<file path="src/rtl/sram_arb_pkg.sv">
// Shared types and constants for the two-port asynchronous SRAM arbiter.
package sram_arb_pkg;

  typedef enum logic [1:0] {
    IDLE   = 2'd0,
    SETUP  = 2'd1,
    ACCESS = 2'd2,
    HOLD   = 2'd3
  } state_t;

  typedef logic port_t;

  localparam port_t PORT0 = 1'b0;
  localparam port_t PORT1 = 1'b1;

  localparam logic STROBE_OFF = 1'b1;
  localparam int   WAIT_W     = 4;

endpackage

</file>
<file path="src/rtl/sram_arb_if.sv">
// Requester and SRAM-side signal bundle; the arbiter uses the slave view.
interface sram_arb_if #(
  parameter int ADDR_W = 19,
  parameter int DATA_W = 8
);
  logic              req0, req1;
  logic [ADDR_W-1:0] addr0, addr1;
  logic              rdwr0, rdwr1;
  logic [DATA_W-1:0] wr_data0, wr_data1;
  logic [DATA_W-1:0] rd_data0, rd_data1;
  logic              ack0, ack1;
  logic [ADDR_W-1:0] sram_addr;
  logic [DATA_W-1:0] sram_dq_o;
  logic [DATA_W-1:0] sram_dq_i;
  logic              sram_dq_oe;
  logic              sram_ce_n, sram_oe_n, sram_we_n;

  modport slave (
    input  req0, req1, addr0, addr1, rdwr0, rdwr1, wr_data0, wr_data1, sram_dq_i,
    output rd_data0, rd_data1, ack0, ack1, sram_addr, sram_dq_o, sram_dq_oe,
           sram_ce_n, sram_oe_n, sram_we_n
  );

  modport master (
    output req0, req1, addr0, addr1, rdwr0, rdwr1, wr_data0, wr_data1, sram_dq_i,
    input  rd_data0, rd_data1, ack0, ack1, sram_addr, sram_dq_o, sram_dq_oe,
           sram_ce_n, sram_oe_n, sram_we_n
  );
endinterface

</file>
<file path="src/rtl/sram_arb_pick.sv">
// Combinational grant selection. SRAM_ARB_RR_EN selects round-robin,
// otherwise port 0 has fixed priority.
module sram_arb_pick
  import sram_arb_pkg::*;
(
  input  logic  req0_i,
  input  logic  req1_i,
`ifdef SRAM_ARB_RR_EN
  input  port_t ptr_i,
`endif
  output port_t gnt_o
);

  // Grant decision from the current requests
  always_comb begin
    gnt_o = PORT0;
`ifdef SRAM_ARB_RR_EN
    // ptr_i names the port that did not win last time
    if (req0_i && req1_i) begin
      gnt_o = ptr_i;
    end else if (req1_i) begin
      gnt_o = PORT1;
    end else begin
      gnt_o = PORT0;
    end
`else
    if (req0_i) begin
      gnt_o = PORT0;
    end else if (req1_i) begin
      gnt_o = PORT1;
    end else begin
      gnt_o = PORT0;
    end
`endif
  end

endmodule

</file>
<file path="src/rtl/sram_arbiter.sv">
// Two-port arbiter for one asynchronous SRAM bank with programmable wait states.
// Arbitration policy is chosen by the SRAM_ARB_RR_EN macro (see sram_arb_pick).
module sram_arbiter
  import sram_arb_pkg::*;
#(
  parameter int ADDR_W      = 19,
  parameter int DATA_W      = 8,
  parameter int WAIT_CYCLES = 2
) (
  input logic       clock,
  input logic       reset,
  sram_arb_if.slave bus_if
);

  localparam logic [WAIT_W-1:0] CNT_LOAD = WAIT_W'(WAIT_CYCLES - 1);
  localparam logic [WAIT_W-1:0] CNT_ONE  = WAIT_W'(1);
  localparam logic [WAIT_W-1:0] CNT_ZERO = WAIT_W'(0);

  state_t            state_q, state_d;
  logic [WAIT_W-1:0] cnt_q, cnt_d;
  port_t             gnt_q, gnt_d;
  logic              rdwr_q, rdwr_d;
  logic [ADDR_W-1:0] addr_q, addr_d;
  logic [DATA_W-1:0] dq_o_q, dq_o_d;
  logic              dq_oe_q, dq_oe_d;
  logic              ce_n_q, ce_n_d;
  logic              oe_n_q, oe_n_d;
  logic              we_n_q, we_n_d;
  logic              ack0_q, ack0_d;
  logic              ack1_q, ack1_d;
  logic [DATA_W-1:0] rd0_q, rd0_d;
  logic [DATA_W-1:0] rd1_q, rd1_d;
`ifdef SRAM_ARB_RR_EN
  port_t             ptr_q, ptr_d;
`endif

  port_t             pick_s;
  logic [ADDR_W-1:0] sel_addr_s;
  logic              sel_rdwr_s;
  logic [DATA_W-1:0] sel_wdata_s;

  sram_arb_pick u_pick (
    .req0_i (bus_if.req0),
    .req1_i (bus_if.req1),
`ifdef SRAM_ARB_RR_EN
    .ptr_i  (ptr_q),
`endif
    .gnt_o  (pick_s)
  );

  assign sel_addr_s  = (pick_s == PORT1) ? bus_if.addr1    : bus_if.addr0;
  assign sel_rdwr_s  = (pick_s == PORT1) ? bus_if.rdwr1    : bus_if.rdwr0;
  assign sel_wdata_s = (pick_s == PORT1) ? bus_if.wr_data1 : bus_if.wr_data0;

  // Next state and next registered outputs; outputs describe the state being entered
  always_comb begin
    state_d = state_q;
    cnt_d   = cnt_q;
    gnt_d   = gnt_q;
    rdwr_d  = rdwr_q;
    addr_d  = addr_q;
    dq_o_d  = dq_o_q;
    dq_oe_d = 1'b0;
    ce_n_d  = STROBE_OFF;
    oe_n_d  = STROBE_OFF;
    we_n_d  = STROBE_OFF;
    ack0_d  = 1'b0;
    ack1_d  = 1'b0;
    rd0_d   = rd0_q;
    rd1_d   = rd1_q;
`ifdef SRAM_ARB_RR_EN
    ptr_d   = ptr_q;
`endif
    case (state_q)
      IDLE: begin
        if (bus_if.req0 || bus_if.req1) begin
          state_d = SETUP;
          gnt_d   = pick_s;
          rdwr_d  = sel_rdwr_s;
          addr_d  = sel_addr_s;
          dq_o_d  = sel_wdata_s;
          ce_n_d  = 1'b0;
          if (sel_rdwr_s) begin
            oe_n_d = 1'b0;
          end else begin
            dq_oe_d = 1'b1;
          end
`ifdef SRAM_ARB_RR_EN
          ptr_d = ~pick_s;
`endif
        end else begin
          state_d = IDLE;
        end
      end
      SETUP: begin
        state_d = ACCESS;
        cnt_d   = CNT_LOAD;
        ce_n_d  = 1'b0;
        if (rdwr_q) begin
          oe_n_d = 1'b0;
        end else begin
          we_n_d  = 1'b0;
          dq_oe_d = 1'b1;
        end
      end
      ACCESS: begin
        if (cnt_q == CNT_ZERO) begin
          // Final ACCESS edge: sample read data and raise the ack for HOLD
          state_d = HOLD;
          if (gnt_q == PORT1) begin
            ack1_d = 1'b1;
          end else begin
            ack0_d = 1'b1;
          end
          if (rdwr_q) begin
            if (gnt_q == PORT1) begin
              rd1_d = bus_if.sram_dq_i;
            end else begin
              rd0_d = bus_if.sram_dq_i;
            end
          end else begin
            dq_oe_d = 1'b1;
          end
        end else begin
          cnt_d  = cnt_q - CNT_ONE;
          ce_n_d = 1'b0;
          if (rdwr_q) begin
            oe_n_d = 1'b0;
          end else begin
            we_n_d  = 1'b0;
            dq_oe_d = 1'b1;
          end
        end
      end
      HOLD: begin
        state_d = IDLE;
      end
      default: begin
        state_d = IDLE;
      end
    endcase
  end

  // State, counter and output registers
  always_ff @(posedge clock or posedge reset) begin
    if (reset) begin
      state_q <= IDLE;
      cnt_q   <= CNT_ZERO;
      gnt_q   <= PORT0;
      rdwr_q  <= 1'b1;
      addr_q  <= {ADDR_W{1'b0}};
      dq_o_q  <= {DATA_W{1'b0}};
      dq_oe_q <= 1'b0;
      ce_n_q  <= STROBE_OFF;
      oe_n_q  <= STROBE_OFF;
      we_n_q  <= STROBE_OFF;
      ack0_q  <= 1'b0;
      ack1_q  <= 1'b0;
      rd0_q   <= {DATA_W{1'b0}};
      rd1_q   <= {DATA_W{1'b0}};
`ifdef SRAM_ARB_RR_EN
      ptr_q   <= PORT0;
`endif
    end else begin
      state_q <= state_d;
      cnt_q   <= cnt_d;
      gnt_q   <= gnt_d;
      rdwr_q  <= rdwr_d;
      addr_q  <= addr_d;
      dq_o_q  <= dq_o_d;
      dq_oe_q <= dq_oe_d;
      ce_n_q  <= ce_n_d;
      oe_n_q  <= oe_n_d;
      we_n_q  <= we_n_d;
      ack0_q  <= ack0_d;
      ack1_q  <= ack1_d;
      rd0_q   <= rd0_d;
      rd1_q   <= rd1_d;
`ifdef SRAM_ARB_RR_EN
      ptr_q   <= ptr_d;
`endif
    end
  end

  assign bus_if.sram_addr  = addr_q;
  assign bus_if.sram_dq_o  = dq_o_q;
  assign bus_if.sram_dq_oe = dq_oe_q;
  assign bus_if.sram_ce_n  = ce_n_q;
  assign bus_if.sram_oe_n  = oe_n_q;
  assign bus_if.sram_we_n  = we_n_q;
  assign bus_if.ack0       = ack0_q;
  assign bus_if.ack1       = ack1_q;
  assign bus_if.rd_data0   = rd0_q;
  assign bus_if.rd_data1   = rd1_q;

endmodule
</file>
<file path="src/flat_wrapper.sv">
// flat-port wrapper written by rule: the top's interface ports become plain ports
module sram_arbiter_flat import sram_arb_pkg::*;
#(
  parameter int ADDR_W      = 19,
  parameter int DATA_W      = 8,
  parameter int WAIT_CYCLES = 2
)
  (clock, reset, bus_if_req0, bus_if_req1, bus_if_addr0, bus_if_addr1, bus_if_rdwr0, bus_if_rdwr1, bus_if_wr_data0, bus_if_wr_data1, bus_if_sram_dq_i, bus_if_rd_data0, bus_if_rd_data1, bus_if_ack0, bus_if_ack1, bus_if_sram_addr, bus_if_sram_dq_o, bus_if_sram_dq_oe, bus_if_sram_ce_n, bus_if_sram_oe_n, bus_if_sram_we_n);
  sram_arb_if #(.ADDR_W(ADDR_W), .DATA_W(DATA_W)) bus_if_i ();
  input logic clock;
  input logic reset;
  input wire logic [$bits(bus_if_i.req0)-1:0] bus_if_req0;
  input wire logic [$bits(bus_if_i.req1)-1:0] bus_if_req1;
  input wire logic [$bits(bus_if_i.addr0)-1:0] bus_if_addr0;
  input wire logic [$bits(bus_if_i.addr1)-1:0] bus_if_addr1;
  input wire logic [$bits(bus_if_i.rdwr0)-1:0] bus_if_rdwr0;
  input wire logic [$bits(bus_if_i.rdwr1)-1:0] bus_if_rdwr1;
  input wire logic [$bits(bus_if_i.wr_data0)-1:0] bus_if_wr_data0;
  input wire logic [$bits(bus_if_i.wr_data1)-1:0] bus_if_wr_data1;
  input wire logic [$bits(bus_if_i.sram_dq_i)-1:0] bus_if_sram_dq_i;
  output wire logic [$bits(bus_if_i.rd_data0)-1:0] bus_if_rd_data0;
  output wire logic [$bits(bus_if_i.rd_data1)-1:0] bus_if_rd_data1;
  output wire logic [$bits(bus_if_i.ack0)-1:0] bus_if_ack0;
  output wire logic [$bits(bus_if_i.ack1)-1:0] bus_if_ack1;
  output wire logic [$bits(bus_if_i.sram_addr)-1:0] bus_if_sram_addr;
  output wire logic [$bits(bus_if_i.sram_dq_o)-1:0] bus_if_sram_dq_o;
  output wire logic [$bits(bus_if_i.sram_dq_oe)-1:0] bus_if_sram_dq_oe;
  output wire logic [$bits(bus_if_i.sram_ce_n)-1:0] bus_if_sram_ce_n;
  output wire logic [$bits(bus_if_i.sram_oe_n)-1:0] bus_if_sram_oe_n;
  output wire logic [$bits(bus_if_i.sram_we_n)-1:0] bus_if_sram_we_n;
  assign bus_if_i.req0 = bus_if_req0;
  assign bus_if_i.req1 = bus_if_req1;
  assign bus_if_i.addr0 = bus_if_addr0;
  assign bus_if_i.addr1 = bus_if_addr1;
  assign bus_if_i.rdwr0 = bus_if_rdwr0;
  assign bus_if_i.rdwr1 = bus_if_rdwr1;
  assign bus_if_i.wr_data0 = bus_if_wr_data0;
  assign bus_if_i.wr_data1 = bus_if_wr_data1;
  assign bus_if_i.sram_dq_i = bus_if_sram_dq_i;
  assign bus_if_rd_data0 = bus_if_i.rd_data0;
  assign bus_if_rd_data1 = bus_if_i.rd_data1;
  assign bus_if_ack0 = bus_if_i.ack0;
  assign bus_if_ack1 = bus_if_i.ack1;
  assign bus_if_sram_addr = bus_if_i.sram_addr;
  assign bus_if_sram_dq_o = bus_if_i.sram_dq_o;
  assign bus_if_sram_dq_oe = bus_if_i.sram_dq_oe;
  assign bus_if_sram_ce_n = bus_if_i.sram_ce_n;
  assign bus_if_sram_oe_n = bus_if_i.sram_oe_n;
  assign bus_if_sram_we_n = bus_if_i.sram_we_n;
  sram_arbiter #(.ADDR_W(ADDR_W), .DATA_W(DATA_W), .WAIT_CYCLES(WAIT_CYCLES)) u_core (.clock(clock), .reset(reset), .bus_if(bus_if_i));
endmodule
</file>
<file path="config.mk">
export PLATFORM = sky130hd
export DESIGN_NAME = sram_arbiter_flat
export DESIGN_NICKNAME = d
export VERILOG_FILES = /design/src/rtl/sram_arb_pkg.sv /design/src/rtl/sram_arb_if.sv /design/src/rtl/sram_arb_pick.sv /design/src/rtl/sram_arbiter.sv /design/src/flat_wrapper.sv
export SDC_FILE = /design/constraint.sdc
export NUM_CORES = 1
export LEC_CHECK = 0
export BUFFER_PORTS_ARGS = -buffer_cell sky130_fd_sc_hd__buf_2
export CELL_PAD_IN_SITES_DETAIL_PLACEMENT = 1
export CELL_PAD_IN_SITES_GLOBAL_PLACEMENT = 1
export CORE_MARGIN = 2
export CORE_UTILIZATION = 38
export CTS_CLUSTER_SIZE = 14
export DETAILED_ROUTE_END_ITERATION = 16
export GPL_TIMING_DRIVEN = 0
export PLACE_DENSITY_LB_ADDON = 0.3
export SLEW_MARGIN = 0
export SYNTH_ARGS = -nofsm -noshare
export SYNTH_HDL_FRONTEND = slang
export SYNTH_SLANG_ARGS = --single-unit
</file>
<file path="constraint.sdc">
create_clock -name clock -period 3 [get_ports clock]
set_input_delay 0.45 -clock clock [delete_from_list [all_inputs] [get_ports clock]]
set_output_delay 0.45 -clock clock [all_outputs]
set_load 0.01 [all_outputs]
</file>
==> reports/results.tsv <==
metric	value	unit
max_slew headroom	60.5	%
Final Power	3700	µW
Synth Net Count	294	
CORE AREA	6760	µm²
worst-margin pin slew	591	ps
Detail Placement HPWL	5.23	mm
Initial Utilization	39.1	%
DRT iter0 DRCs	69	
gr ovfl total	0	
data arrival time of the critical path	2060	ps
Power Dens Cells	1040	nW/µm²
number of global-route vias before repair	2279	
iteration count of the initial detailed-routing pass	3	
f_max	0.542	GHz
top-area cell type share of the netlist area	50.3	%
Routed WL	6.89	mm
minimum clock period	1840	ps
routability cong.	0.688	
Reg clk slew, reported paths	70	ps
Longest Clk Path Bufs	2	
H-tree Lvls	3	
Die Width	87.3	µm
GR Util All Layers	19.0	%
Syn Inst Count	220	
post-synthesis cell area	2640	µm²
Die Y	87.3	µm
Final ANT Viol Nets	0	
synth warn	0	
top post-synthesis cells by area	dfrtp_1, mux2i_1, mux2_4, o21ai_1, nand2_1	
Sink Count	57	
routed len/inst	15.9	µm
Setup TNS	0	ps
syn avg cell area	12.0	µm²
FP Rows	30	
final worst path period share	61.5	%
Resized cells post-CTS	0	
CP startpoint kind	register	
Setup crit end kind	register	
Nets	422	
largest net degree at the start of global routing	33	
Vias/cell	4.93	
share of cells above drive strength 1	45.9	%
Hold WC Path Type	in -> async	
Hold-fix buffers, CTS	0	
uppermost layer routed	met4	
# setup viols final	0	
global-route wire length before repair	11.0	mm
fin area	3570	µm²
PortBufs	116	
Max IR drop VDD	369	µV
sequential share of the synthesized area	54.2	%
MaxCap Viol Count	0	
Vias	2136	
Netlist cell types	35	
clock skew	4.70	ps
wire length on met3	281	µm
Clk Latency, worst-skew pair	330	ps
Async SR Flop Fraction	100	%
RSZ-0062 raised after global routing	no	
Pins Over Slew Limit	0	
CP required	3210	ps
post-CTS setup buffer count	0	
area delta synth->final	35.2	%
count leader, synth	dfrtp_1	
leakage power	0.00198	µW
post-synth top area cell	dfrtp_1	
# diodes	0	
Num CTS Buffers	9	
Final Hold Fails	0	
placed cell area	3340	µm²
Synth Register Bits	57	
top cell types by occurrence after synthesis	dfrtp_1, mux2i_1, o21ai_1	
Post-synth EDFFs	0	
WL met2	3.54	mm
Root Driver	clkbuf_8	
antenna violations before repair	0	
run status	complete, no violations	
WS Path Type	reg -> reg	
final routed DRC violation total	0	
Top FF cell, synth	dfrtp_1	
die outline area	7630	µm²
Top Ports	117	
crit-path max FO	10	
CTS tree	yes	
met1 wire length	2.99	mm
-- sequential cells by signal (all words and copies together), names as in the netlist --
register,flops
u_core.cnt_q,4
u_core.bus_if.rd_data1,8
u_core.bus_if.sram_we_n,1
u_core.rdwr_q,1
u_core.bus_if.ack0,1
u_core.state_q,2
u_core.bus_if.sram_addr,19
u_core.bus_if.sram_oe_n,1
u_core.bus_if.rd_data0,8
u_core.bus_if.ack1,1
u_core.bus_if.sram_ce_n,1
u_core.bus_if.sram_dq_o,8
u_core.bus_if.sram_dq_oe,1
u_core.gnt_q,1
-- critical path: stages, from the launching register on --
cell	delay [ps]
dfrtp_1	400
inv_1	140
ha_1	160
buf_4	170
and4bb_4	310
nand3b_4	190
mux2_4	350
-- power breakdown --
part | internal (µW) | switching, µW
clock network | 510 | 307
logic | 683 | 825
registers | 1150 | 215
-- cells in the final DEF (no fill, tap or decap), types with 3 or more instances in the layout --
| cell | netlist | final |
|---|---|---|
| clkbuf_8 | 0 | 11 |
| nor2_1 | 3 | 3 |
| mux2_4 | 16 | 16 |
| inv_1 | 9 | 8 |
| dfrtp_1 | 53 | 53 |
| a21oi_1 | 4 | 4 |
| clkbuf_1 | 6 | 6 |
| mux2i_1 | 31 | 31 |
| buf_2 | 1 | 117 |
| nand2_1 | 29 | 29 |
| o21ai_1 | 31 | 31 |
| dfstp_2 | 4 | 4 |
| ha_1 | 6 | 6 |
-- kinds of logic after synthesis --
group / share of synthesized area [%]
and+or+nand+nor: 8.96
buffers and inverters: 3.46
AOI/OAI and AO/OA: 9.63
DFF: 54.2
muxes: 20.9
adders and majority gates: 2.84
-- cell type report --
class                           instances  area, µm²
Fill cell                             775       3190
Clock inverter                          5       77.6
Clock buffer                           11        151
Sequential cell                        57       1430
Inverter                               10       37.5
Timing Repair Buffer                  117        601
Tap cell                               80        100
Buffer                                 10       53.8
Multi-Input combinational cell        143       1120
-- path summary, 6_finish.rpt --
path	start	endpoint	slack, ps	cells after the start
worst max-delay path	u_core.state_q[0]	u_core.bus_if.rd_data0[3]	1160	6
worst min-delay path	reset	u_core.bus_if.sram_dq_o[7]	180	2
worst max register to register	u_core.state_q[0]	u_core.bus_if.rd_data0[3]	1160	6
worst min register to register	u_core.bus_if.sram_addr[2]	u_core.bus_if.sram_addr[2]	480	2
max in group asynchronous	reset	u_core.rdwr_q	2170	3
min in group clock	bus_if_req0	u_core.gnt_q	360	2
-- per-stage QoR --
step | utilization [%] | setup slack [ps] | std cells | hold WS (ps)
after CTS | 52.8 | 1150 | 433 | 189
after global placement | 49.1 | 415 | 416 | 461
final | 52.8 | 1160 | 433 | 184
after floorplan | - | 1160 | 220 | 483
after detailed placement | 49.4 | 1150 | 417 | 470
after global routing | 52.8 | 943 | 433 | 219
-- routing by layer --
layer  GRT usage, %  up-vias
met5              0        -
met2           32.6       56
met1           23.4     1051
li1               -     1023
met4           7.55        0
met3           3.60        6
Note: power is estimated with default switching activity, not from simulation.
